## config.mk

```make
export PLATFORM = sky130hd
export DESIGN_NAME = uart_rx_oversampled
export DESIGN_NICKNAME = d
export VERILOG_FILES = /design/src/rtl/uart_rx_oversampled.sv
export SDC_FILE = /design/constraint.sdc
export NUM_CORES = 1
export LEC_CHECK = 0
export BUFFER_PORTS_ARGS = -buffer_cell sky130_fd_sc_hd__buf_2
export CELL_PAD_IN_SITES_DETAIL_PLACEMENT = 1
export CELL_PAD_IN_SITES_GLOBAL_PLACEMENT = 1
export CORE_MARGIN = 2
export CORE_UTILIZATION = 46
export CTS_CLUSTER_DIAMETER = 40
export DETAILED_ROUTE_END_ITERATION = 7
export GPL_TIMING_DRIVEN = 0
export PLACE_DENSITY = 0.82
export SLEW_MARGIN = 20
export SYNTH_ARGS = -nofsm -noshare
export SYNTH_HDL_FRONTEND = slang
export SYNTH_SLANG_ARGS = --single-unit
export TNS_END_PERCENT = 1
```

## constraint.sdc

```tcl
create_clock -name clk -period 4.21 [get_ports clk]
set_clock_uncertainty 0.2 [all_clocks]
set_input_delay 0.2105 -clock clk [delete_from_list [all_inputs] [get_ports clk]]
set_output_delay 0.2105 -clock clk [all_outputs]
set_load 0.02 [all_outputs]
```

## src/rtl/uart_rx_oversampled.sv

```systemverilog
// 8N1 UART receiver with 16x oversampling, start-bit glitch rejection and a
// single-entry valid/ready holding register with frame-error and overrun pulses.
module uart_rx_oversampled #(
   parameter int unsigned CLK_FREQ  = 1000000,
   parameter int unsigned BAUD_RATE = 9600
) (
   input  logic       clk,
   input  logic       rst,
   input  logic       rx,
   output logic [7:0] rx_data,
   output logic       rx_valid,
   input  logic       rx_ready,
   output logic       frame_err,
   output logic       overrun
);

   localparam int unsigned DIV = CLK_FREQ / (BAUD_RATE * 16);
   localparam int unsigned TW  = (DIV > 2) ? $clog2(DIV) : 1;

   localparam logic [2:0] S_IDLE    = 3'd0;
   localparam logic [2:0] S_START   = 3'd1;
   localparam logic [2:0] S_DATA    = 3'd2;
   localparam logic [2:0] S_STOP    = 3'd3;
   localparam logic [2:0] S_RECOVER = 3'd4;

   logic          rx_meta_q, rx_s_q;
   logic [TW-1:0] tick_cnt_q;
   logic          tick;
   logic [2:0]    state_q, state_d;
   logic [3:0]    samp_q, samp_d;
   logic [2:0]    bit_q, bit_d;
   logic [7:0]    shift_q, shift_d;
   logic          deliver_q, deliver_d;
   logic          ferr_q, ferr_d;
   logic [7:0]    data_q;
   logic          valid_q;
   logic          overrun_q;

   assign tick = (tick_cnt_q == TW'(DIV - 1));

   always_comb begin
      state_d   = state_q;
      samp_d    = samp_q;
      bit_d     = bit_q;
      shift_d   = shift_q;
      deliver_d = 1'b0;
      ferr_d    = 1'b0;
      if (tick) begin
         case (state_q)
            S_IDLE: begin
               if (!rx_s_q) begin
                  state_d = S_START;
                  samp_d  = '0;
               end
            end
            S_START: begin
               // 8th tick after the falling edge lands mid start bit
               if (samp_q == 4'd7) begin
                  if (!rx_s_q) begin
                     state_d = S_DATA;
                     samp_d  = '0;
                     bit_d   = '0;
                  end else begin
                     state_d = S_IDLE;
                  end
               end else begin
                  samp_d = samp_q + 4'd1;
               end
            end
            S_DATA: begin
               samp_d = samp_q + 4'd1;
               if (samp_q == 4'd15) begin
                  shift_d = {rx_s_q, shift_q[7:1]};
                  bit_d   = bit_q + 3'd1;
                  if (bit_q == 3'd7) state_d = S_STOP;
               end
            end
            S_STOP: begin
               samp_d = samp_q + 4'd1;
               if (samp_q == 4'd15) begin
                  if (rx_s_q) begin
                     deliver_d = 1'b1;
                     state_d   = S_IDLE;
                  end else begin
                     ferr_d  = 1'b1;
                     state_d = S_RECOVER;
                  end
               end
            end
            S_RECOVER: begin
               if (rx_s_q) state_d = S_IDLE;
            end
            default: state_d = S_IDLE;
         endcase
      end
   end

   always_ff @(posedge clk) begin
      if (rst) begin
         rx_meta_q  <= 1'b1;
         rx_s_q     <= 1'b1;
         tick_cnt_q <= '0;
         state_q    <= S_IDLE;
         samp_q     <= '0;
         bit_q      <= '0;
         shift_q    <= '0;
         deliver_q  <= 1'b0;
         ferr_q     <= 1'b0;
      end else begin
         rx_meta_q  <= rx;
         rx_s_q     <= rx_meta_q;
         tick_cnt_q <= tick ? '0 : tick_cnt_q + TW'(1);
         state_q    <= state_d;
         samp_q     <= samp_d;
         bit_q      <= bit_d;
         shift_q    <= shift_d;
         deliver_q  <= deliver_d;
         ferr_q     <= ferr_d;
      end
   end

   // Holding register: shift_q is untouched in IDLE, so it still carries the byte here
   always_ff @(posedge clk) begin
      if (rst) begin
         data_q    <= '0;
         valid_q   <= 1'b0;
         overrun_q <= 1'b0;
      end else begin
         overrun_q <= 1'b0;
         if (deliver_q) begin
            if (!valid_q || rx_ready) begin
               data_q  <= shift_q;
               valid_q <= 1'b1;
            end else begin
               overrun_q <= 1'b1;
            end
         end else if (valid_q && rx_ready) begin
            valid_q <= 1'b0;
         end
      end
   end

   assign rx_data   = data_q;
   assign rx_valid  = valid_q;
   assign frame_err = ferr_q;
   assign overrun   = overrun_q;

endmodule

```

# After elaboration in Yosys (flattened, before gate mapping)
# Cells that the tools add are included.
[op_classes]
n_addsub = 3
n_mul = 0
n_div = 0
n_lt_le_gt_ge = 0
eq_ne = 16
shifts = 0
muxes = 22
bitwise_logic = 4
reduce_logical = 17
[op_table]
columns = ["op", "count"]
rows = [
  ["3-bit 2-to-1 mux", 10],
  ["3-bit one-hot mux with 5 select lines", 1],
  ["2-bit != test, second input constant", 7],
  ["4-bit one-hot mux with 3 select lines", 1],
  ["3-bit == test, second input constant", 3],
  ["4-bit 2-to-1 mux", 2],
  ["7-bit AND reduction", 1],
  ["3-bit by 1-bit adder with 3-bit output, second input constant", 2],
  ["3-bit by 2-bit == test with 1-bit output, second input constant", 2],
  ["1-bit 2-to-1 mux", 6],
  ["3-bit one-hot mux with 2 select lines", 1],
  ["2-bit AND reduction", 3],
  ["2-bit OR reduction", 3],
  ["5-bit AND reduction", 1],
  ["4-bit by 1-bit adder with 4-bit output, second input constant", 1],
  ["4-bit by 3-bit == test with 1-bit output, second input constant", 1],
  ["4-bit == test, second input constant", 1],
  ["1-bit inverter", 4],
  ["2-bit nonzero test", 2],
  ["4-bit OR reduction", 1],
  ["3-bit by 1-bit == test with 1-bit output, second input constant", 1],
  ["3-bit zero test", 1],
  ["3-bit AND reduction", 1],
  ["3-bit nonzero test", 1],
  ["other kinds (5)", 5],
]
[totals]
reg_bits = 35
latchBits = 0
ramBits = 0
mem_bits_ro = 0
inputBits = 4
out_inout_bits = 11
elab_cells = 74
memories = 0

# Depth between registers and ports, before layout
[depth]
depth_word = 4
mapped_depth = 7

# Worst setup path before layout
# Ideal clock, no wire load.
[synth_timing]
path_kind = "register to register"
from = "reg samp_q[0]"
to = "reg shift_q[0]"
arrival_time_ps = 1472
required_ps = 3878
slack_ps = 2406
path_stages_with_launch = 7
path_buffers = 1
period_less_slack_ps = 1804
path_cell_list = "dfxtp_1 > ha_1 > nand4_1 > or3_1 > clkbuf_1 > nand2_1 > a21oi_1"
[synth_between]
elab_chain_len = 2
[synth_rtl]
columns = ["element", "line_no", "source"]
rows = [
  ["start: declaration", "30", "logic [3:0] samp_q, samp_d;"],
  ["start signal: assignment", "114", "samp_q <= samp_d;"],
  ["4-bit == test", "72", "if (samp_q == 4'd15) begin"],
  ["3-bit AND reduction (no line)", "n/a", ""],
  ["end signal: assignment", "116", "shift_q <= shift_d;"],
  ["end: declaration", "32", "logic [7:0] shift_q, shift_d;"],
]
# Every way passes these cells.
# A chain may end at the register's enable or synchronous reset.

# Worst setup path in the final report
[layout_timing]
from = "reg samp_q[1]"
to = "reg shift_q[3]"
# Same word-level chain as after synthesis.

==> impl_results.md <==
* Initial core utilization at 0.485
* Yosys top cell area share at 0.469
* Post-Route WL at 3.35 mm
* CTS tree: yes
* Final Critical Period at 2160 ps
* GPL Wtd Cong at 0.869
* Die Height at 61.0 um
* Share of flip-flops with an asynchronous set or reset at 0
* Setup TNS Final at 0 ps
* RSZ-0062 raised after global routing: no
* Synth area leader: dfxtp_1
* Leakage at 0.696 nW
* Critical path class: reg -> reg
* Top-count cell post-synth: dfxtp_1
* Vias in the first global route at 1,299
* # hold bufs at CTS at 2
* GRT busiest layer: met2
* Worst EP arrival at 2190 ps
* Max-cap violations at 0
* Most used flip-flop cell after synthesis: dfxtp_1
* Antenna Diode Count at 0
* CP Capture Type: flop
* Postcts setup bufs at 0
* Via count at 1,280
* Peak VDD IR at 0.000181 V
* Post-CTS sizing at 0
* Fin. Hold Viols at 0
* Fraction of layout cells with a size suffix above 1 at 0.168
* Post-detail-place hpwl at 2.45 mm
* Met3 usage at 0.0640
* Grt ovf at 0
* First-pass GRT wire length at 5.57 mm
* Num ports at 15
* CP Max Fanout at 8
* Ranking of synthesized cells by area: dfxtp_1, mux2i_1, nand2_1
* Clk sinks at 35
* Overall routing resource usage at 0.210
* FP Rows at 20
* Worst min path class: in -> reg
* Critical Path RT at 4240 ps
* Post-synth EDFFs at 0
* Clock Tree Buf Depth at 2
* Flop2flop setup slack at 2050 ps
* Core area at 0.00308 mm^2
* # H-tree levels at 2
* Num CTS Buffers at 5
* Final instance area at 0.00169 mm^2
* Status: completed
* Worst Tran Pin Value at 582 ps
* Post-DR vias/cell at 5.47
* Antenna-violating nets left at 0
* 1st-iter DRT viols at 21
* Met2 Use GR at 0.367
* Clk slew on worst S/H paths at 110 ps
* Fin crit share at 0.513
* Mapped cell area at 0.00149 mm^2
* Finished Layout Cells at 234
* Met1 Track Usage GR at 0.236
* Pwr/cell area at 327 mW/mm^2
* Nets at 198
* Post-synthesis average cell area at 8.94 um^2
* Max Fclk at 463 MHz
* # DRC at 0
* Initial antenna violation count at 0
* Seq/Total Area, Yosys at 0.469
* First drt pass iteration count at 3
* Syn Inst Count at 167
* Root buf cell: clkbuf_4
* Yosys warnings at 0
* Placed Cells at 224
* Area Growth Syn to Fin at 13.0%
* Cell variety after synth at 38
* Detailed-route wire length per cell at 14.3 um
* Max Slew Vio Count at 0
* Die Area at 0.00372 mm^2
* # setup viols final at 0
* Syn nets at 176
* Placed cell areas at 0.00161 mm^2
* Seq cells post-synth at 35
* Worst setup SP type: flop
* Chip width at 61.0 um
* Final Power at 0.000552 W
* Most instantiated cells after synthesis: dfxtp_1, nand2_1, nor2_1
* Port Buf Inserts at 13
* Largest net degree at the start of global routing at 12
* Skew-Pair Late Insertion Delay at 350 ps
* Slew headroom at 0.612
-- metrics by stage --
step	hold WS, ps	worst slack, ps	utilization
after floorplan	89.8	2410	-
after global placement	199	2150	0.524
after detailed placement	201	2080	0.524
after CTS	133	2060	0.548
after global routing	140	1900	0.548
final	134	2050	0.548
-- final timing paths --
path	cells after the start	end	start
max	6	shift_q[3]$_SDFFE_PP0P_	samp_q[1]$_SDFFE_PP0P_
min	2	rx_s_q$_SDFF_PP1_	rst
max reg2reg	6	shift_q[3]$_SDFFE_PP0P_	samp_q[1]$_SDFFE_PP0P_
min reg2reg	1	rx_s_q$_SDFF_PP1_	rx_meta_q$_SDFF_PP1_
-- per-layer routing --
metal  wire (um)  up-vias  part of all wire
li1            -      627                 -
met1        1470      632              0.44
met2        1710       15              0.51
met3         100        6             0.030
met4          60        0             0.018
met5           0        -                 0
-- sequential cells by signal, summed over array words and instances (netlist names) --
signal and flops:
overrun 1, samp_q 4, rx_data 8, deliver_q 1, rx_s_q 1, state_q 3, bit_q 3, frame_err 1
rx_meta_q 1, tick_cnt_q 3, shift_q 8, rx_valid 1
-- worst max-delay path: stages (launching register included) --
cell and delay, ps:
dfxtp_1 380, ha_1 310, nand4_1 320, or3_1 430, clkbuf_1 220, nand2_1 120, a21oi_1 70
-- cell type report --
class,count,area [um^2]
fill,385,1390
multi-input combinational,118,728
timing repair buffer,15,85.1
clock inverter,2,12.5
sequential,35,701
clock buffer,6,41.3
tap,44,55.1
buffer,10,48.8
inverter,4,15.0
-- cells in the final DEF, fill, tap and decap left out, types with 4 or more instances in the layout --
cell	Yosys	layout
dfxtp_1	35	35
nand2_1	22	22
nor2_1	19	19
buf_2	3	16
a21oi_1	13	13
mux2i_1	9	9
clkbuf_1	6	7
o21ai_0	6	6
nor3_1	6	6
ha_1	5	5
clkbuf_4	0	5
inv_1	4	4
nand3b_1	4	4
-- kinds of logic after synthesis --
logic type	synth area share
compound gates	0.125
fa+ha+maj	0.0419
buf+inv	0.0427
flops	0.469
mux	0.0679
simple gates	0.253
-- report_power, final --
group	total [W]	internal, W	leakage [nW]	switching [W]
combinational	0.0000304	0.0000115	0.385	0.0000189
clock	0.000182	0.0000644	0.0282	0.000117
sequential	0.000340	0.000335	0.283	0.00000413
total	0.000552	0.000411	0.696	0.000140
Note: power is estimated with default switching activity, not from simulation.
